--- src/rtl/hamming_rx_deframer_if.sv ---
// Codeword valid/ready channel between the serial deframer and the Hamming decoder.
// The deframer drives the master side and the decoder drives the slave side.
interface hamming_rx_deframer_if;
    logic [6:0] codeword;
    logic       codeword_valid;
    logic       codeword_ready;

    modport master (
        output codeword,
        output codeword_valid,
        input  codeword_ready
    );

    modport slave (
        input  codeword,
        input  codeword_valid,
        output codeword_ready
    );
endinterface

--- src/rtl/hamming_rx_deframer.sv ---
// UART-style receiver for 7-bit Hamming codewords: start bit, 7 code bits LSB first, stop bit.
// Good frames go out on a single-entry valid/ready holding register; framing faults and overruns pulse.
module hamming_rx_deframer #(
    parameter int CLKS_PER_BIT = 4
) (
    input  logic                         clk,
    input  logic                         reset,
    input  logic                         serial_in,
    hamming_rx_deframer_if.master        cw,
    output logic                         framing_error,
    output logic                         overrun,
    output logic                         busy
);

    localparam int CW = $clog2(CLKS_PER_BIT) + 1;
    localparam logic [CW-1:0] HALF_M1 = CW'(CLKS_PER_BIT / 2 - 1);
    localparam logic [CW-1:0] FULL_M1 = CW'(CLKS_PER_BIT - 1);
    localparam logic [CW-1:0] CNT_ONE = CW'(1);
    localparam logic [CW-1:0] CNT_ZERO = CW'(0);

    typedef enum logic [1:0] {
        IDLE  = 2'd0,
        START = 2'd1,
        DATA  = 2'd2,
        STOP  = 2'd3
    } state_t;

    state_t        state_r;
    logic [CW-1:0] cnt_r;
    logic [2:0]    idx_r;
    logic [6:0]    shift_r;
    logic          sync1_r;
    logic          rx_r;

    // Synchronizer, receive FSM, holding register and flag pulses.
    always_ff @(posedge clk) begin
        if (reset) begin
            state_r           <= IDLE;
            cnt_r             <= CNT_ZERO;
            idx_r             <= 3'd0;
            shift_r           <= 7'd0;
            sync1_r           <= 1'b1;
            rx_r              <= 1'b1;
            cw.codeword       <= 7'd0;
            cw.codeword_valid <= 1'b0;
            framing_error     <= 1'b0;
            overrun           <= 1'b0;
            busy              <= 1'b0;
        end else begin
            sync1_r       <= serial_in;
            rx_r          <= sync1_r;
            framing_error <= 1'b0;
            overrun       <= 1'b0;

            // A completed transfer empties the register; a stop-edge load below overrides this.
            if (cw.codeword_valid && cw.codeword_ready) begin
                cw.codeword_valid <= 1'b0;
            end else begin
                cw.codeword_valid <= cw.codeword_valid;
            end

            case (state_r)
                IDLE: begin
                    cnt_r <= CNT_ZERO;
                    if (!rx_r) begin
                        state_r <= START;
                        busy    <= 1'b1;
                    end else begin
                        state_r <= IDLE;
                        busy    <= 1'b0;
                    end
                end

                START: begin
                    if (cnt_r == HALF_M1) begin
                        cnt_r <= CNT_ZERO;
                        idx_r <= 3'd0;
                        if (rx_r) begin
                            state_r <= IDLE;
                            busy    <= 1'b0;
                        end else begin
                            state_r <= DATA;
                            busy    <= 1'b1;
                        end
                    end else begin
                        cnt_r <= cnt_r + CNT_ONE;
                    end
                end

                DATA: begin
                    if (cnt_r == FULL_M1) begin
                        cnt_r          <= CNT_ZERO;
                        shift_r[idx_r] <= rx_r;
                        if (idx_r == 3'd6) begin
                            state_r <= STOP;
                        end else begin
                            idx_r <= idx_r + 3'd1;
                        end
                    end else begin
                        cnt_r <= cnt_r + CNT_ONE;
                    end
                end

                STOP: begin
                    if (cnt_r == FULL_M1) begin
                        cnt_r   <= CNT_ZERO;
                        state_r <= IDLE;
                        busy    <= 1'b0;
                        if (rx_r) begin
                            // Room exists if empty or the current word leaves on this same edge.
                            if (!cw.codeword_valid || cw.codeword_ready) begin
                                cw.codeword       <= shift_r;
                                cw.codeword_valid <= 1'b1;
                            end else begin
                                overrun <= 1'b1;
                            end
                        end else begin
                            framing_error <= 1'b1;
                        end
                    end else begin
                        cnt_r <= cnt_r + CNT_ONE;
                    end
                end

                default: begin
                    state_r <= IDLE;
                    cnt_r   <= CNT_ZERO;
                    busy    <= 1'b0;
                end
            endcase
        end
    end

endmodule

--- src/flat_wrapper.sv ---
// flat-port wrapper written by rule: the top's interface ports become plain ports
module hamming_rx_deframer_flat 
#(
    parameter int CLKS_PER_BIT = 4
)
  (clk, reset, serial_in, framing_error, overrun, busy, cw_codeword, cw_codeword_valid, cw_codeword_ready);
  hamming_rx_deframer_if cw_i ();
  input  logic clk;
  input  logic reset;
  input  logic serial_in;
  output logic framing_error;
  output logic overrun;
  output logic busy;
  output wire logic [$bits(cw_i.codeword)-1:0] cw_codeword;
  output wire logic [$bits(cw_i.codeword_valid)-1:0] cw_codeword_valid;
  input wire logic [$bits(cw_i.codeword_ready)-1:0] cw_codeword_ready;
  assign cw_codeword = cw_i.codeword;
  assign cw_codeword_valid = cw_i.codeword_valid;
  assign cw_i.codeword_ready = cw_codeword_ready;
  hamming_rx_deframer #(.CLKS_PER_BIT(CLKS_PER_BIT)) u_core (.clk(clk), .reset(reset), .serial_in(serial_in), .cw(cw_i), .framing_error(framing_error), .overrun(overrun), .busy(busy));
endmodule
--- config.mk ---
export PLATFORM = sky130hd
export DESIGN_NAME = hamming_rx_deframer_flat
export DESIGN_NICKNAME = d
export VERILOG_FILES = /design/src/rtl/hamming_rx_deframer_if.sv /design/src/rtl/hamming_rx_deframer.sv /design/src/flat_wrapper.sv
export SDC_FILE = /design/constraint.sdc
export NUM_CORES = 1
export LEC_CHECK = 0
export ABC_AREA = 1
export CORE_ASPECT_RATIO = 1.1
export CORE_MARGIN = 5
export CORE_UTILIZATION = 30
export CTS_CLUSTER_DIAMETER = 50
export DETAILED_ROUTE_END_ITERATION = 10
export PLACE_DENSITY_LB_ADDON = 0.05
export SLEW_MARGIN = 20
export SYNTH_ARGS = -nofsm -noshare
export SYNTH_HDL_FRONTEND = slang
export SYNTH_SLANG_ARGS = --single-unit
--- constraint.sdc ---
create_clock -name clk -period 1.8 [get_ports clk]
set_input_delay 0.18 -clock clk [delete_from_list [all_inputs] [get_ports clk]]
set_output_delay 0.18 -clock clk [all_outputs]
set_load 0.005 [all_outputs]
==> summary.txt, run 1 <==
Outcome
  • Outcome: finished clean

Finish
  • Layout area overhead: 20.2%
  • Fillers: 459
  • Fin nets: 210
  • Ant diodes: 0
  • Final core utilization: 36.9%
  • Layout cells sized above 1: 9.05%

Clock tree
  • CTS tree: built
  • Clk sinks: 28
  • Root buf cell: clkbuf_8
  • Reg clk slew, reported paths: 100 ps
  • Later-pin clock latency in the skew report: 270 ps
  • Total CTS buffers: 3
  • Setup Buffers After CTS: 0
  • Max Buffers Root-to-Sink: 2
  • Post-CTS sizing: 0
  • H-tree depth: 1
  • CTS Hold Bufs: 0

Floorplan
  • Die Area: 5810 um^2
  • Die outline height: 79.5 um
  • Row count: 25
  • Die Wd: 73.2 um
  • Core area: 4290 um^2
  • IO Pins: 15
  • Starting Density: 30.7%

Timing
  • Final worst-path cycle share: 83.1%
  • Setup ws final: 304 ps
  • Setup TNS: 0 ps
  • Fmax achieved: 668 MHz
  • Minimum clock period: 1500 ps
  • RSZ-0062 raised after global routing: false
  • Final Hold Viols: 0
  • # setup viols final: 0
  • Final Max Slew Viols: 0
  • Clock Skew: 4.67 ps
  • Least-Margin Pin Slew: 326 ps
  • Worst slew margin: 78.1%

Setup path
  • Crit Path Max Fanout: 9
  • Startpoint Class: flip-flop
  • Worst setup EP type: flip-flop
  • Critical path data arrival time: 1720 ps
  • Crit Path Class: flip-flop to flip-flop
  • Critical Path RT: 2020 ps

Logic synthesis
  • Synthesized net count: 194
  • Post-Syn Instances: 184
  • Yosys cell types: 23
  • Yosys warns: 0
  • Synth Area per Inst: 7.15 um^2
  • Seq cells post-synth: 28
  • Sequential element share of the synthesized area: 42.6%
  • Cell area after synthesis: 1320 um^2

Job
  • Max cap viols: 0

Global routing
  • GRT Total Usage: 10.3%
  • Antenna violations before repair: 0
  • Grt ovf: 0
  • First-pass GRT wire length: 4750 um
  • Vias in the first global route: 1100
  • Largest net degree at the start of global routing: 18

Routing
  • Drt first pass iters: 4
  • Via density: 4.53
  • Vias: 1147
  • Routed Antenna Nets: 0
  • Routed wire per std cell: 10.8 um
  • DRC: 0
  • Final WL: 2720 um
  • Iteration-0 DRC Markers: 27

Pwr
  • Worst VDD drop: 0.000264 V
  • Static leakage: 0.605 nW
  • Total power: 1.20 mW
  • PwrDens: 761 nW/um^2

Placement
  • Placer congestion estimate: 0.733
  • DP Worst Slack: 318 ps
  • Port buffer count: 14
  • Detail Placement HPWL: 2140 um

Min path
  • Min-Delay Path Class: flip-flop to flip-flop
## cells in the final DEF, fill, tap and decap left out, types with 2 or more instances in the layout
cell type,netlist,final
nor2_1,31,31
nand2_1,41,41
inv_1,16,16
nand3_1,18,18
nand4_1,2,2
clkbuf_8,0,3
or2_2,3,3
nand2_2,2,2
buf_4,0,2
a21oi_1,11,11
dfxtp_1,28,28
ha_1,6,6
nor2_4,3,3
nor3_1,3,3
o21ai_0,7,7
clkdlybuf4s50_1,0,14
inv_2,2,2
## path summary, 6_finish.rpt
kind                                startpoint                      endpoint  slack (ps)  cells past startpoint
setup / recovery  u_core.idx_r[0]$_SDFFE_PP0P_  u_core.idx_r[1]$_SDFFE_PP0P_         300                      9
hold / removal       u_core.sync1_r$_SDFF_PP1_        u_core.rx_r$_SDFF_PP1_         430                      1
setup reg to reg  u_core.idx_r[0]$_SDFFE_PP0P_  u_core.idx_r[1]$_SDFFE_PP0P_         300                      9
hold reg to reg      u_core.sync1_r$_SDFF_PP1_        u_core.rx_r$_SDFF_PP1_         430                      1
## flip-flops by register name, summed over array words and instances, names as in the netlist, named ones only
| register | cells |
|---|---|
| u_core.busy | 1 |
| u_core.cnt_r | 3 |
| u_core.cw.codeword | 7 |
| u_core.cw.codeword_valid | 1 |
| u_core.framing_error | 1 |
| u_core.idx_r | 3 |
| u_core.overrun | 1 |
| u_core.rx_r | 1 |
| u_core.shift_r | 7 |
| u_core.state_r | 1 |
| u_core.sync1_r | 1 |
## area by class of cell
class                      count  area (um^2)  area share (%)
multi-input combinational    132          656            41.5
sequential                    28          561            35.4
timing repair buffer          16          155            9.81
inverter                      19         71.3            4.51
tap                           54         67.6            4.27
clock buffer                   3         41.3            2.61
clock inverter                 1         30.0            1.90
## synthesized netlist by cell type (all sizes together)
| library cell | instances | area share (%) |
|---|---|---|
| o21ai | 7 | 2.7 |
| and2 | 1 | 0.48 |
| nand2 | 44 | 13 |
| nand4 | 2 | 0.95 |
| clkinv | 1 | 0.28 |
| buf | 3 | 1.6 |
| nand3 | 18 | 6.8 |
| inv | 18 | 5.1 |
| nor4 | 1 | 0.48 |
| clkbuf | 2 | 0.57 |
| a21oi | 11 | 4.2 |
| nor2 | 35 | 12 |
| ha | 6 | 5.7 |
| nor3 | 3 | 1.1 |
| or2 | 3 | 1.4 |
| o211ai | 1 | 0.57 |
| dfxtp | 28 | 43 |
## through the flow
stage / std cells / area (um^2) / hold WS, ps
final: 253 / 1580 / 425
after global routing: 253 / 1580 / 435
after CTS: 253 / 1580 / 428
after floorplan: 184 / 1320 / 284
after detailed placement: 249 / 1510 / 399
after global placement: 249 / 1510 / 395
## kinds of logic after synthesis
| group | synth area share (%) |
|---|---|
| and+or+nand+nor | 36.7 |
| DFF | 42.6 |
| AOI/OAI and AO/OA | 7.41 |
| buffers and inverters | 7.60 |
| adders and majority gates | 5.70 |
## critical path, stage by stage, from the launching register on
cell	delay, ps
dfxtp_1	500
inv_1	140
ha_1	220
nand2_1	80
nand3_1	100
nand2_1	150
nand3_1	90
nand2_1	60
nand2_1	40
nor2_1	70
## power breakdown
group | total, mW | leakage (nW) | switching [mW] | internal [mW]
Clock | 0.495 | 0.0357 | 0.197 | 0.298
Combinational | 0.0741 | 0.343 | 0.0471 | 0.0270
Sequential | 0.635 | 0.226 | 0.00934 | 0.626
Total | 1.20 | 0.605 | 0.254 | 0.951
## per-layer routing
layer | track usage [%] | up-vias | routed length [um] | share of wire, %
met4 | 3.87 | 0 | 33 | 1.2
li1 | - | 612 | - | -
met2 | 18.3 | 16 | 1400 | 51
met3 | 1.64 | 4 | 94 | 3.5
met5 | 0 | - | 0 | 0
met1 | 12.1 | 515 | 1200 | 44
No activity file was read; power rests on OpenSTA's default activity.
==> inputs of run 2 (changes only) <==
==> constraint.sdc (replaced) <==
create_clock -name clk -period 1.2 [get_ports clk]
set_input_delay 0.12 -clock clk [delete_from_list [all_inputs] [get_ports clk]]
set_output_delay 0.12 -clock clk [all_outputs]
set_load 0.005 [all_outputs]
==> run 2 against run 1 <==
Effect of this change: the flow now finishes with violations (negative setup slack); critical endpoint is now u_core.cnt_r[2]$_SDFF_PP0_; critical path depth fell by 1; sequential power increased by 50%; sequential cell count unchanged; clock skew increased by 3.1 ps.
==> summary.txt, run 2 (synthesis gave the netlist of run 1 again) <==
Setup path
  • Launching point of the worst reg2reg path: u_core.cnt_r[1]$_SDFF_PP0_
  • Startpoint Class: flip-flop
  • Critical path data arrival time: 1480 ps
  • Worst setup EP type: flip-flop
  • R2r setup slk: -50 ps
  • Slowest cell delay on critical path: 380 ps
  • Crit Path Class: flip-flop to flip-flop
  • Crit Path Max Fanout: 7
  • Worst r2r path cells: 8
  • Slowest cell on crit path: dfxtp_4
  • Critical Path RT: 1430 ps
  • R2R Path End: u_core.cnt_r[2]$_SDFF_PP0_
  • Worst path cell trace: buf_6, inv_4, ha_4, nand2_4, nand2_8, buf_6, o21ai_2, and2_1
  • CP dominant cell by count: buf_6

Routing
  • Routed Antenna Nets: 0
  • DRC: 0
  • Vias: 1247
  • Iteration-0 DRC Markers: 65
  • Drt first pass iters: 4
  • Final WL: 3270 um
  • Routed wire per std cell: 11.8 um
  • Via density: 4.52

Finish
  • Biggest regs: u_core.cw.codeword: 7 flops, u_core.shift_r: 7 flops
  • Layout area overhead: 53.8%
  • Fin nets: 233
  • Commonest non-fill, non-tap cell in the layout: nand2_1
  • Layout cells sized above 1: 41.9%
  • Post-route cell area: 2020 um^2
  • Most frequent cells in the layout: nand2_1 (34), nor2_1 (23), buf_4 (17)
  • Ant diodes: 0

Timing
  • Setup ws final: -54.1 ps
  • Final Hold Viols: 0
  • Final Max Slew Viols: 0
  • Clock Skew: 7.75 ps
  • Final worst-path cycle share: 105%
  • # setup viols final: 12
  • Least-Margin Pin Slew: 249 ps
  • RSZ-0062 raised after global routing: true
  • Fmax achieved: 797 MHz
  • Worst slew margin: 83.3%
  • Minimum clock period: 1250 ps
  • Setup TNS: -222 ps
  • Worst-case hold slack: 398 ps

Floorplan
  • Starting Density: 30.7%
  • IO Pins: 15
  • Die Area: 5810 um^2
  • Row count: 25
  • Core area: 4290 um^2
  • Die Wd: 73.2 um
  • Die outline height: 79.5 um

Pwr
  • Worst VDD drop: 0.000423 V
  • Static leakage: 0.823 nW
  • Total power: 1.89 mW
  • PwrDens: 935 nW/um^2

Placement
  • Placer congestion estimate: 0.728
  • Port buffer count: 14
  • Detail Placement HPWL: 2350 um
  • Post-DP Area: 1660 um^2

Min path
  • Min-Delay Path Class: input pin to flip-flop
  • Hold path start: serial_in
  • WHS Endpoint: u_core.sync1_r$_SDFF_PP1_
  • Min-Delay Path Depth: 2

Clock tree
  • CTS tree: built
  • Total CTS buffers: 3
  • Max Buffers Root-to-Sink: 2
  • H-tree depth: 1
  • Root buf cell: clkbuf_8
  • Clk sinks: 28
  • Reg clk slew, reported paths: 90 ps
  • Later-pin clock latency in the skew report: 280 ps

Global routing
  • Antenna violations before repair: 0
  • First-pass GRT wire length: 5480 um
  • Largest net degree at the start of global routing: 17
  • Grt ovf: 0
  • GRT Total Usage: 12.1%
  • Vias in the first global route: 1226

Job
  • Max cap viols: 0

Outcome
  • Outcome: finished with violations
  • Failing checks: negative setup slack
[run 2: report_power, final]
part / internal (mW) / switching (mW)
logic: 0.0787 / 0.106
registers: 0.938 / 0.0132
clock network: 0.447 / 0.311
[run 2: metal layers]
| layer | vias up | global-route usage [%] | share of wire (%) |
|---|---|---|---|
| met3 | 4 | 2.02 | 3.1 |
| met1 | 566 | 13.5 | 41 |
| li1 | 660 | - | - |
| met5 | - | 0 | 0 |
| met4 | 0 | 4.24 | 1.2 |
| met2 | 17 | 22.4 | 55 |
[run 2: final cells by class]
cell class	count	area, um^2
tap	54	67.6
sequential	28	581
fill	418	2260
timing repair buffer	39	353
inverter	19	81.3
clock buffer	3	41.3
clock inverter	1	30.0
multi-input combinational	132	871
[run 2: stage by stage]
step           instances  worst slack [ps]  utilization (%)
6_report             276             -54.1             47.2
2_1_floorplan        184             -20.0                -
4_1_cts              276             -43.3             45.4
3_3_place_gp         267              -110             38.8
3_5_place_dp         267              -103             38.8
5_1_grt              276              -120             47.2
[run 2: how the worst max path moves through the flow]
stage	start	depth (start not counted)	slack, ps	end
floorplan	u_core.cnt_r[0]$_SDFF_PP0_	8	-20	u_core.shift_r[2]$_SDFFE_PP0P_
global placement	u_core.cnt_r[0]$_SDFF_PP0_	8	-110	u_core.shift_r[2]$_SDFFE_PP0P_
detailed placement	u_core.cnt_r[0]$_SDFF_PP0_	8	-100	u_core.shift_r[2]$_SDFFE_PP0P_
CTS	u_core.cnt_r[1]$_SDFF_PP0_	8	-40	u_core.cnt_r[2]$_SDFF_PP0_
global route	u_core.cnt_r[0]$_SDFF_PP0_	8	-120	u_core.shift_r[4]$_SDFFE_PP0P_
finish	u_core.cnt_r[1]$_SDFF_PP0_	8	-50	u_core.cnt_r[2]$_SDFF_PP0_
[run 2: what timing repair did]
item / in CTS / in global routing
setup buffers: 5 / 0
pin swaps: 18 / 8
setup endpoints to repair: 33 / 25
endpoints found under the hold margin: 0 / 0
gates cloned: 0 / 0
hold buffers: 0 / 0
resized for setup: 69 / 18
[run 2: critical path, delay by kind of cell, from the launching register on]
family	cells	cell delay (ps)
AO/OA/AOI/OAI	1	110
adder cells (fa/ha/maj)	1	150
buffers and inverters	3	280
flip-flops	1	380
AND/OR/NAND/NOR	3	290
